--- src/rtl/cache_tag_pkg.sv ---
// cache_tag_pkg: shared geometry, tag-word bit positions and FSM states
// for the tag lookup block.
`default_nettype none

package cache_tag_pkg;

  localparam int AWIDTH    = 3;
  localparam int TAG_W     = 12;
  localparam int OFF_W     = 2;
  localparam int DWIDTH    = TAG_W + 2;
  localparam int VALID_BIT = DWIDTH - 1;
  localparam int DIRTY_BIT = DWIDTH - 2;

  typedef enum logic [2:0] {
    S_IDLE    = 3'd0,
    S_LOOKUP  = 3'd1,
    S_COMPARE = 3'd2,
    S_UPDATE  = 3'd3,
    S_RESP    = 3'd4
  } state_t;

endpackage

`default_nettype wire

--- src/rtl/sat_counter16.sv ---
// sat_counter16: 16-bit event counter that sticks at all-ones.
`default_nettype none

module sat_counter16 (
  input  logic        clock,
  input  logic        reset_n,
  input  logic        inc,
  output logic [15:0] count
);

  logic [15:0] r_count;

  always_ff @(posedge clock or negedge reset_n) begin
    if (!reset_n) begin
      r_count <= 16'h0000;
    end else if (inc && (r_count != 16'hFFFF)) begin
      r_count <= r_count + 16'h0001;
    end
  end

  assign count = r_count;

endmodule

`default_nettype wire

--- src/rtl/tag_hit_check.sv ---
// tag_hit_check: single-request tag lookup against an external synchronous
// tag RAM, with allocate-on-miss, dirty tracking and hit/miss statistics.
`default_nettype none

module tag_hit_check #(
  parameter int  AWIDTH = cache_tag_pkg::AWIDTH,
  parameter int  TAG_W  = cache_tag_pkg::TAG_W,
  parameter int  OFF_W  = cache_tag_pkg::OFF_W,
  localparam int DWIDTH = TAG_W + 2,
  localparam int ADDR_W = TAG_W + AWIDTH + OFF_W
) (
  input  logic              clock,
  input  logic              reset_n,
  input  logic              req_valid,
  output logic              req_ready,
  input  logic [ADDR_W-1:0] req_addr,
  input  logic              req_write,
  output logic              rsp_valid,
  input  logic              rsp_ready,
  output logic              rsp_hit,
  output logic              rsp_evict,
  output logic [TAG_W-1:0]  rsp_victim_tag,
  output logic [AWIDTH-1:0] tram_addr,
  output logic              tram_we,
  output logic [DWIDTH-1:0] tram_din,
  input  logic [DWIDTH-1:0] tram_dout,
  output logic [15:0]       hit_count,
  output logic [15:0]       miss_count
);

  import cache_tag_pkg::*;

  state_t              r_state;
  logic                r_req_ready;
  logic [TAG_W-1:0]    r_tag;
  logic [AWIDTH-1:0]   r_index;
  logic                r_write;
  logic                r_tram_we;
  logic [DWIDTH-1:0]   r_tram_din;
  logic                r_rsp_valid;
  logic                r_rsp_hit;
  logic                r_rsp_evict;
  logic [TAG_W-1:0]    r_victim_tag;

  logic                w_valid;
  logic                w_dirty;
  logic [TAG_W-1:0]    w_stored_tag;
  logic                w_hit;
  logic                w_evict;
  logic                w_need_update;
  logic                w_in_compare;
  logic                w_unused_offset;

  assign w_valid         = tram_dout[DWIDTH-1];
  assign w_dirty         = tram_dout[DWIDTH-2];
  assign w_stored_tag    = tram_dout[TAG_W-1:0];
  assign w_hit           = w_valid && (w_stored_tag == r_tag);
  assign w_evict         = !w_hit && w_valid && w_dirty;
  // A dirty write hit already has the right word stored; only clean write
  // hits and every miss need to touch the RAM.
  assign w_need_update   = !w_hit || (r_write && !w_dirty);
  assign w_in_compare    = (r_state == S_COMPARE);
  assign w_unused_offset = ^req_addr[OFF_W-1:0];

  always_ff @(posedge clock or negedge reset_n) begin
    if (!reset_n) begin
      r_state      <= S_IDLE;
      r_req_ready  <= 1'b1;
      r_tag        <= '0;
      r_index      <= '0;
      r_write      <= 1'b0;
      r_tram_we    <= 1'b0;
      r_tram_din   <= '0;
      r_rsp_valid  <= 1'b0;
      r_rsp_hit    <= 1'b0;
      r_rsp_evict  <= 1'b0;
      r_victim_tag <= '0;
    end else begin
      r_tram_we <= 1'b0;
      case (r_state)
        S_IDLE: begin
          if (req_valid) begin
            r_tag       <= req_addr[ADDR_W-1 -: TAG_W];
            r_index     <= req_addr[OFF_W +: AWIDTH];
            r_write     <= req_write;
            r_req_ready <= 1'b0;
            r_state     <= S_LOOKUP;
          end
        end
        S_LOOKUP: begin
          r_state <= S_COMPARE;
        end
        S_COMPARE: begin
          r_rsp_hit    <= w_hit;
          r_rsp_evict  <= w_evict;
          r_victim_tag <= w_evict ? w_stored_tag : '0;
          if (w_need_update) begin
            r_tram_we  <= 1'b1;
            r_tram_din <= {1'b1, r_write, r_tag};
            r_state    <= S_UPDATE;
          end else begin
            r_rsp_valid <= 1'b1;
            r_state     <= S_RESP;
          end
        end
        S_UPDATE: begin
          r_rsp_valid <= 1'b1;
          r_state     <= S_RESP;
        end
        S_RESP: begin
          if (rsp_ready) begin
            r_rsp_valid <= 1'b0;
            r_req_ready <= 1'b1;
            r_state     <= S_IDLE;
          end
        end
        default: begin
          r_rsp_valid <= 1'b0;
          r_req_ready <= 1'b1;
          r_state     <= S_IDLE;
        end
      endcase
    end
  end

  sat_counter16 u_hit_cnt (
    .clock   (clock),
    .reset_n (reset_n),
    .inc     (w_in_compare && w_hit),
    .count   (hit_count)
  );

  sat_counter16 u_miss_cnt (
    .clock   (clock),
    .reset_n (reset_n),
    .inc     (w_in_compare && !w_hit),
    .count   (miss_count)
  );

  assign req_ready      = r_req_ready;
  assign rsp_valid      = r_rsp_valid;
  assign rsp_hit        = r_rsp_hit;
  assign rsp_evict      = r_rsp_evict;
  assign rsp_victim_tag = r_victim_tag;
  assign tram_addr      = r_index;
  assign tram_we        = r_tram_we;
  assign tram_din       = r_tram_din;

endmodule

`default_nettype wire

--- config.mk ---
export PLATFORM = sky130hd
export DESIGN_NAME = tag_hit_check
export DESIGN_NICKNAME = d
export VERILOG_FILES = /design/src/rtl/cache_tag_pkg.sv /design/src/rtl/sat_counter16.sv /design/src/rtl/tag_hit_check.sv
export SDC_FILE = /design/constraint.sdc
export NUM_CORES = 1
export LEC_CHECK = 0
export CAP_MARGIN = 10
export CORE_MARGIN = 4
export CORE_UTILIZATION = 60
export CTS_BUF_LIST = sky130_fd_sc_hd__clkbuf_8
export CTS_CLUSTER_DIAMETER = 40
export DETAILED_ROUTE_END_ITERATION = 12
export DONT_BUFFER_PORTS = 1
export PLACE_DENSITY = 0.76
export SETUP_SLACK_MARGIN = 0.05
export SLEW_MARGIN = 10
export SYNTH_ARGS = -nofsm -noshare
export SYNTH_HDL_FRONTEND = slang
export SYNTH_HIERARCHICAL = 1
export SYNTH_SLANG_ARGS = --single-unit
--- constraint.sdc ---
create_clock -name clock -period 3.9 [get_ports clock]
set_input_delay 0.78 -clock clock [delete_from_list [all_inputs] [get_ports clock]]
set_output_delay 0.78 -clock clock [all_outputs]
set_load 0.1 [all_outputs]
Yosys cells after proc, flatten, opt, wreduce, memory -nomap -nowiden

Index checks and enable logic that the tools add are counted.

Register bits after elaboration: 82
Input bits: 36
Word-level logic and storage cells: 59

$add $sub $neg: 2
Equality and inequality tests: 10
Multiplexer cells: 13
Bitwise operators: 2
Reduce and logical (&&, ||, !) cells: 19

Operators with widths:

| kind                                                                  | count |
|---|---|
| 16-bit by 1-bit adder with 16-bit output, second input constant       | 2 |
| 16-bit inequality test, second input constant                         | 2 |
| 3-bit case mux with 5 select lines                                    | 1 |
| 12-bit equality test                                                  | 1 |
| 12-bit two-way mux                                                    | 1 |
| 3-bit two-way mux                                                     | 3 |
| 1-bit logical AND                                                     | 8 |
| 3-bit by 2-bit equality test with 1-bit output, second input constant | 2 |
| 1-bit two-way mux                                                     | 6 |
| 2-bit inequality test, second input constant                          | 3 |
| 2-bit AND reduction                                                   | 3 |
| 3-bit AND reduction                                                   | 2 |
| 1-bit case mux with 4 select lines                                    | 1 |
| 3-bit by 1-bit equality test with 1-bit output, second input constant | 1 |
| 3-bit equality test, second input constant                            | 1 |
| 3-bit zero test                                                       | 1 |
| 1-bit case mux with 3 select lines                                    | 1 |
| 3-bit OR reduction                                                    | 1 |
| 1-bit zero test                                                       | 2 |
| 1-bit NOT                                                             | 2 |
| 2-bit OR reduction                                                    | 1 |
| 1-bit logical OR                                                      | 1 |

Longest topological paths before layout

Gate-level depths: netlist (run 1).

Word-level depth: 6
Mapped depth: 9
Depth with buffers taken out: 9

Modules after synthesis

The synthesis (run 1) kept the hierarchy.

Modules (own cells, without submodules):

| module        | instances | cells an instance | area an instance (um2) | sequential area each (um2) |
|---|---|---|---|---|
| tag_hit_check | 1         | 168               | 2098.3                 | 1252.5 |
| sat_counter16 | 2         | 72                | 859.6                  | 400.4 |

Worst setup path after synthesis (run 1)

OpenSTA, ideal clock, no wires.

Path type: input -> register
Start: input tram_dout[4]
End: register u_hit_cnt.r_count[15], in the netlist u_hit_cnt/count[15]
Arrival time: 2.463 ns
Slack: 1.270 ns
Stages: 8
Buffers on the path: 0
Path through: xor2_1 nor4_1 and3_2 and3_1 nand4_1 nor4_4 and4b_1 a21oi_1

Cells in the longest elaborated chain, start to end: 4

RTL lines:

| item                 | line                 | RTL |
|---|---|---|
| start, declared      | tag_hit_check.sv:26  | `input logic [DWIDTH-1:0] tram_dout,` |
| 12-bit equality test | tag_hit_check.sv:57  | `assign w_hit = w_valid && (w_stored_tag == r_tag);` |
| 1-bit logical AND    | tag_hit_check.sv:57  |  |
| 1-bit logical AND    | tag_hit_check.sv:129 | `.inc (w_in_compare && w_hit),` |
| 1-bit logical AND    | sat_counter16.sv:16  | `end else if (inc && (r_count != 16'hFFFF)) begin` |
| end signal, assigned | sat_counter16.sv:17  | `r_count <= r_count + 16'h0001;` |
| end, declared        | sat_counter16.sv:11  | `logic [15:0] r_count;` |

Every way passes these cells.
A chain may end at the register's enable or synchronous reset.

Final worst setup path (run 1)

Start: register r_tag[0]
End: register u_hit_cnt.r_count[5], in the netlist u_hit_cnt/count[5]

Cells in the longest elaborated chain, start to end: 4

RTL lines:

| item                   | line                 | RTL |
|---|---|---|
| start, declared        | tag_hit_check.sv:35  | `logic [TAG_W-1:0] r_tag;` |
| start signal, assigned | tag_hit_check.sv:83  | `r_tag <= req_addr[ADDR_W-1 -: TAG_W];` |
| 12-bit equality test   | tag_hit_check.sv:57  |  |
| 1-bit logical AND      | tag_hit_check.sv:57  |  |
| 1-bit logical AND      | tag_hit_check.sv:129 |  |
| 1-bit logical AND      | sat_counter16.sv:16  |  |

Every way passes these cells.

==> reports/qor.yml, run 1 <==
finish:
  layoutNonFillerInstCount: 425
  nFillCells: 432
  nets: 383
  synthToLayoutAreaGrowth_pct: 13.50
  insertedDiodeCount: 0
  ratio_of_cells_with_drive_above_1_in_the_final_layout: 0.2743
drt:
  via_per_inst: 6.122
  postRouteAntennaNets: 0
  initialDrtViolationCount: 109
  wl_per_cell_um: 19.03
  detailroute.via_count: 2602
  drc_errors: 0
  routed_wl_um: 8089
  first_pass_iters: 4
sta:
  number_of_endpoints_failing_setup_at_the_final_stage: 0
  grt_setup_unrepaired: "false"
  setup_tns_ps: 0
  worst_slew_margin_rel: 0.2872
  setup_ws_ps: 1288
  drv_slew: 0
  finClkSkew_ps: 9.290
  worst_pin_slew_ps: 1069
  layout_worst_path_cycle_share: 0.6699
  timing.final.hold_violations: 0
  achievable-frequency_mhz: 382.8
  fin_crit_ps: 2612
die:
  floorplan.initialDensity: 0.6299
  die_height_um: 87.77
  io-pin-count: 102
  die_x_um: 87.77
  area_of_the_core_mm2: 0.006061
  placement_rows: 28
  floorplan.die_area_mm2: 0.007703
power:
  power_per_cell_area_mw_per_mm2: 890.9
  max-vdd-ir-drop_v: 0.0008486
  p_leak_uw: 0.001972
synth:
  synth.top_cells.by_area: "dfrtp_1 (53%), mux2_2 (6.5%), xor2_1 (3.7%), nand2_1 (3.3%), nand4_1 (2.8%)"
  synth.yosys.warnings: 6
  synth_top_cell_area_share: 0.5310
  synth_area_per_cell_um2: 12.24
  yosysSeqAreaShare: 0.5379
  synthDistinctLibCells: 48
  synth_nets: 350
  synth_seq_cells: 82
  yosysTopAreaCell: "dfrtp_1"
  synthesis.instances: 312
  synth_area_mm2: 0.003817
critical_path:
  critical-path-slowest-cell: "nor4_1"
  timing.critical_path.to_type: "register"
  critical_path_start_type: "register"
  max_stage_delay_ps: 420
  critPathArrivalTime_ps: 2850
  required_time_of_the_worst_setup_path_ps: 4140
  critical_path_cell_by_cell: "xor2_1, nor4_1, and3_2, and3_1, and3_1, and4_2, o211ai_1, o21a_1"
  kind_of_critical_path: "reg2reg"
  timing.critical_path.fanout_max: 6
  cp_common_cell: "and3_1"
clocking:
  clkLatencyLatePin_ps: 350
  cts.path.max_buffers: 2
  cts_hold_buffers: 0
  clock_buffer_count_from_cts: 9
  cts_tree: "yes"
  post_cts.resized_instances: 0
  htree_levels: 3
  cts_root_buf: "clkbuf_8"
  postCtsSetupRepairBufs: 0
  cts.sink_count: 82
  clkSlewWorstSetupHoldPaths_ps: 80
grt:
  grt_start_max_net_pins: 83
  grt_remaining_overflow: 0
  initial_antenna_violation_count: 1
  vias_in_the_first_global_route: 2644
  grt_util_all_layers: 0.2228
  wire_length_of_the_first_global_routing_pass_um: 13190
place:
  gpl.final_weighted_congestion: 0.8163
  place_ws_ps: 976.6
  dp_hpwl_um: 5640
  portBuffers: 0
  placed_cells_incl_taps: 409
status:
  status: "finished, final reports clean"
worst_hold_path:
  holdCritPathClass: "in2async"
run:
  maxCapViolCount: 0
## metal layers
metal	GRT usage	vias up	part of all wire
met5	0	-	0.0016
met4	0.1046	2	0.019
met3	0.07338	16	0.082
met2	0.3466	89	0.47
met1	0.2826	1272	0.43
li1	-	1223	-
## worst paths after layout
path                            startpoint                  to  slack [ps]  depth (start not counted)
worst max-delay path              r_tag[0]  u_hit_cnt/count[5]        1290                          8
min in group clock              r_state[2]          r_state[2]         550                          2
worst min-delay path               reset_n          r_state[2]         120                          0
worst max register to register    r_tag[0]  u_hit_cnt/count[5]        1290                          8
worst min register to register  r_state[2]          r_state[2]         550                          2
max in group asynchronous          reset_n           req_ready        3620                          0
## metrics by stage
stage,hold slack (ps),power (uW),cell area [um2],util
3_3_place_gp,486.7,3118,4085,0.6740
4_1_cts,101.1,3885,4333,0.7149
2_1_floorplan,484.4,2958,3817,-
5_1_grt,91.77,4016,4333,0.7149
6_report,116.9,3860,4333,0.7149
3_5_place_dp,486.8,3157,4085,0.6740
## logic make-up (layout without fill, tap and decap cells)
| group | Yosys count | in the layout | share of synthesized area |
|---|---|---|---|
| AO/OA/AOI/OAI | 54 | 54 | 0.1006 |
| AND/OR/NAND/NOR | 107 | 107 | 0.1875 |
| buffers and inverters | 11 | 49 | 0.01344 |
| adder cells (fa/ha/maj) | 2 | 2 | 0.006554 |
| multiplexers | 30 | 30 | 0.09440 |
| XOR/XNOR | 26 | 26 | 0.05965 |
| flip-flops | 82 | 82 | 0.5379 |
## synth_stat cells, drive strengths merged
master,number
dfstp,1
buf,2
o211ai,2
xor2,16
a21oi,8
dfrtp,81
and4,6
nand4,21
a31o,1
mux2,30
nor4,7
inv,6
nand2,34
o22ai,1
and3,6
o31ai,2
nor2,8
o21a,10
and2,1
a21o,2
nand3,15
a32o,1
a2bb2oi,1
and4b,2
clkbuf,3
or2,2
xnor2,10
nor3,3
a31oi,8
a32oi,2
o21ai,16
ha,2
nand2b,2
## area by class of cell
type / count / area (um2) / area share
Clock inverter: 3 / 68.82 / 0.01588
Timing Repair Buffer: 27 / 202.7 / 0.04678
Clock buffer: 13 / 178.9 / 0.04129
Sequential cell: 82 / 2053 / 0.4739
Tap cell: 75 / 93.84 / 0.02166
Multi-Input combinational cell: 219 / 1713 / 0.3953
Inverter: 6 / 22.52 / 0.005198
## layout by cell type, fill, tap and decap left out, types with 3 or more instances in the layout
master     n
a21oi_1    8
a31oi_1    7
and3_1     5
buf_4     27
clkbuf_8  13
dfrtp_1   81
inv_1      6
mux2_2    22
mux2_4     6
nand2_1   34
nand3_1   13
nand4_1   17
nor2_1     6
nor4_1     3
nor4_4     4
o21a_1    10
o21ai_0   16
xnor2_1   10
xor2_1    16
## flip-flops by register name (all words and copies together) (netlist names)
register / count
r_state: 3
r_tag: 12
r_write: 1
req_ready: 1
rsp_evict: 1
rsp_hit: 1
rsp_valid: 1
rsp_victim_tag: 12
tram_addr: 3
tram_din: 14
tram_we: 1
u_hit_cnt/count: 16
u_miss_cnt/count: 16
## critical path: cells and delay by family (launching register included)
| kind | cells | cell delay, ps |
|---|---|---|
| AOI/OAI and AO/OA | 2 | 230 |
| xor gates and xnor gates | 1 | 180 |
| and+or+nand+nor | 5 | 1690 |
| DFF | 1 | 410 |
## report_power, final
part,switching (uW),internal (uW)
sequential,1240,1070
combinational,439,384
clock,294,432
Note: power is estimated with default switching activity, not from simulation.
==> inputs of run 2 (changes only) <==
Settings changed: CORE_UTILIZATION 60 to 59, PLACE_DENSITY 0.76 to 0.78.
Clock period 3.9 ns to 2.12 ns, I/O delays scaled along.
==> run 2 against run 1 <==
The flow now finishes with violations (negative hold slack, negative setup slack). Register-to-register slack got worse by 1400 ps. Worst hold slack got worse by 360 ps. Non-clock buffer count rose by 62. Critical path depth did not move. Combinational power rose to 3.5 times the previous value. Clock power rose by 33%. Sequential share of layout area fell by 5.2 points. Largest cell class unchanged. Highest routed layer is now met4.
==> reports/qor.yml, run 2 (synthesis gave the netlist of run 1 again) <==
sta:
  finClkSkew_ps: 14.83  # +5.535 ps
  worst_pin_slew_ps: 939.0  # -130.2 ps
  grt_setup_unrepaired: "true"
  achievable-frequency_mhz: 454.0  # +19%
  worst_slew_margin_rel: 0.3740  # +0.08678
  timing.final.hold_violations: 82  # +82
  fin_crit_ps: 2203  # -409.7 ps
  fin_worst_hold_slack_ps: -245.9  # -362.8 ps
  number_of_endpoints_failing_setup_at_the_final_stage: 12  # +12
  drv_slew: 0  # unchanged
  setup_tns_ps: -468.0  # -468.0 ps
  layout_worst_path_cycle_share: 1.039  # +0.3692
  setup_ws_ps: -82.79  # -1370 ps
clocking:
  cts.path.max_buffers: 2  # unchanged
  clock_buffer_count_from_cts: 9  # unchanged
  cts_root_buf: "clkbuf_8"
  cts.sink_count: 82  # unchanged
  clkLatencyLatePin_ps: 350  # about the same
  htree_levels: 3  # unchanged
  cts_tree: "yes"
  clkSlewWorstSetupHoldPaths_ps: 80  # about the same
finish:
  final_area_mm2: 0.004961  # +14%
  ratio_of_cells_with_drive_above_1_in_the_final_layout: 0.5121  # +0.2379
  mostFrequentLayoutCells: "buf_4 (81), dfrtp_1 (49), dfrtp_2 (32)"
  insertedDiodeCount: 0  # unchanged
  synthToLayoutAreaGrowth_pct: 29.96
  layoutNonFillerInstCount: 489  # +15%
  nFillCells: 397  # -8.1%
  final_common_cell: "buf_4"
  nets: 445  # +16%
grt:
  global_routing_usage_on_met2: 0.3725  # +0.02596
  grt.met1_usage: 0.3180  # +0.03549
  wire_length_of_the_first_global_routing_pass_um: 14080  # +6.7%
  grt_start_max_net_pins: 83  # unchanged
  initial_antenna_violation_count: 0  # -1
  grt-busiest-layer: "met2"
  grt_util_met3: 0.06704  # -0.006338
  vias_in_the_first_global_route: 2827  # +6.9%
  grt_util_all_layers: 0.2386  # +0.01582
  grt_remaining_overflow: 0  # unchanged
worst_hold_path:
  holdCritPathClass: "in2async"
critical_path:
  timing.critical_path.fanout_max: 5  # -1
  cp_common_cell: "and3_4"
  r2r-end: "u_hit_cnt/count[7]"
  kind_of_critical_path: "reg2reg"
  max_stage_delay_ps: 410  # about the same
  critical_path_start_type: "register"
  critical-path-slowest-cell: "dfrtp_1"
  critPathArrivalTime_ps: 2470  # -380 ps
  worst-r2r-cell-count: 8  # unchanged
  worst_reg2reg_setup_slack_ps: -80  # -1370 ps
  critical_path_cell_by_cell: "xor2_1, nor4_2, and3_4, and3_4, and3_4, and4_4, a31oi_1, a31oi_1"
  timing.critical_path.to_type: "register"
  worstReg2RegStart: "r_tag[1]"
  required_time_of_the_worst_setup_path_ps: 2390  # -1750 ps
die:
  area_of_the_core_mm2: 0.006314  # +4.2%
  placement_rows: 29  # +3.6%
  die_x_um: 88.44  # +0.76%
  io-pin-count: 102  # unchanged
  die_height_um: 88.44  # +0.76%
  floorplan.die_area_mm2: 0.007821  # +1.5%
  floorplan.initialDensity: 0.6046  # -0.02521
drt:
  initialDrtViolationCount: 96  # -12%
  routed_wl_um: 9342  # +15%
  first_pass_iters: 5  # +1
  wl_per_cell_um: 19.10  # +0.37%
  via_per_inst: 5.881  # -3.9%
  postRouteAntennaNets: 0  # unchanged
  drc_errors: 0  # unchanged
  detailroute.via_count: 2876  # +11%
power:
  power_per_cell_area_mw_per_mm2: 1501  # +68%
  power_uw: 7447  # +93%
  max-vdd-ir-drop_v: 0.001117  # +32%
  p_leak_uw: 0.002278  # +15%
run:
  maxCapViolCount: 0  # unchanged
place:
  portBuffers: 0  # unchanged
  dp_hpwl_um: 6337  # +12%
  dpl_cell_area_mm2: 0.004521  # +11%
  gpl.final_weighted_congestion: 0.8347  # +2.3%
  placed_cells_incl_taps: 462  # +13%
status:
  violated_checks: "negative hold slack, negative setup slack"
  status: "finished, violations left"
[run 2: cell count changes in the layout (fill, tap and decap cells not counted), moves of 4 or more]
| cell | previous run | this run |
|---|---|---|
| dfrtp_2 | 0 | 32 |
| dfrtp_1 | 81 | 49 |
| a21oi_1 | 8 | 4 |
| clkbuf_8 | 13 | 9 |
| nand2_1 | 34 | 30 |
| buf_4 | 27 | 81 |
| and3_4 | 0 | 4 |
| buf_6 | 0 | 6 |
[run 2: worst max-delay path by stage]
stage | slack [ps] | to | startpoint | cells after the start
after CTS | -50 | u_hit_cnt/count[15] | r_tag[1] | 8
after global routing | -230 | u_hit_cnt/count[15] | r_tag[1] | 8
final | -80 | u_hit_cnt/count[7] | r_tag[1] | 8
after detailed placement | -220 | u_hit_cnt/count[7] | tram_dout[5] | 9
after floorplan | -40 | u_hit_cnt/count[5] | tram_dout[3] | 8
after global placement | -210 | u_hit_cnt/count[5] | tram_dout[5] | 9
[run 2: where the power goes]
group          switching, uW  internal, uW  total [uW]  leakage, uW
Combinational           1730          1170        2900      0.00118
Sequential              1580          2000        3580      0.00100
Clock                    555           413         968    0.0000914
Total                   3870          3580        7450      0.00228
[run 2: what timing repair did]
action,4_1_cts,5_1_grt
resized for setup,18,23
endpoints found under the setup margin,46,46
buffers inserted,7,6
endpoints found under the hold margin,82,82
pin swaps,21,12
[run 2: metal layers]
layer	routed length [um]	up-vias	share of wire
li1	-	1343	-
met1	3926	1419	0.42
met2	4569	94	0.49
met3	659	20	0.071
met4	186	0	0.020
met5	0	-	0
[run 2: through the flow]
stage | utilization | setup WS [ps]
finish | 0.7858 | -82.79
global route | 0.7858 | -229.3
CTS | 0.7578 | -45.56
detailed placement | 0.7160 | -219.5
global placement | 0.7160 | -214.4
floorplan | - | -42.40
[run 2: layout make-up]
cell class,instances,area (um2),share of cell area
Sequential cell,82,2093,0.4219
Multi-Input combinational cell,219,1871,0.3770
Timing Repair Buffer,89,715.7,0.1443
Clock buffer,9,123.9,0.02497
Tap cell,77,96.34,0.01942
Clock inverter,7,38.79,0.007818
Inverter,6,22.52,0.004540
[run 2: critical path: cells and delay by family (launching register included)]
kind	cells	cell delay, ps
xor gates and xnor gates	1	150
DFF	1	410
and+or+nand+nor	5	1310
AOI/OAI and AO/OA	2	240
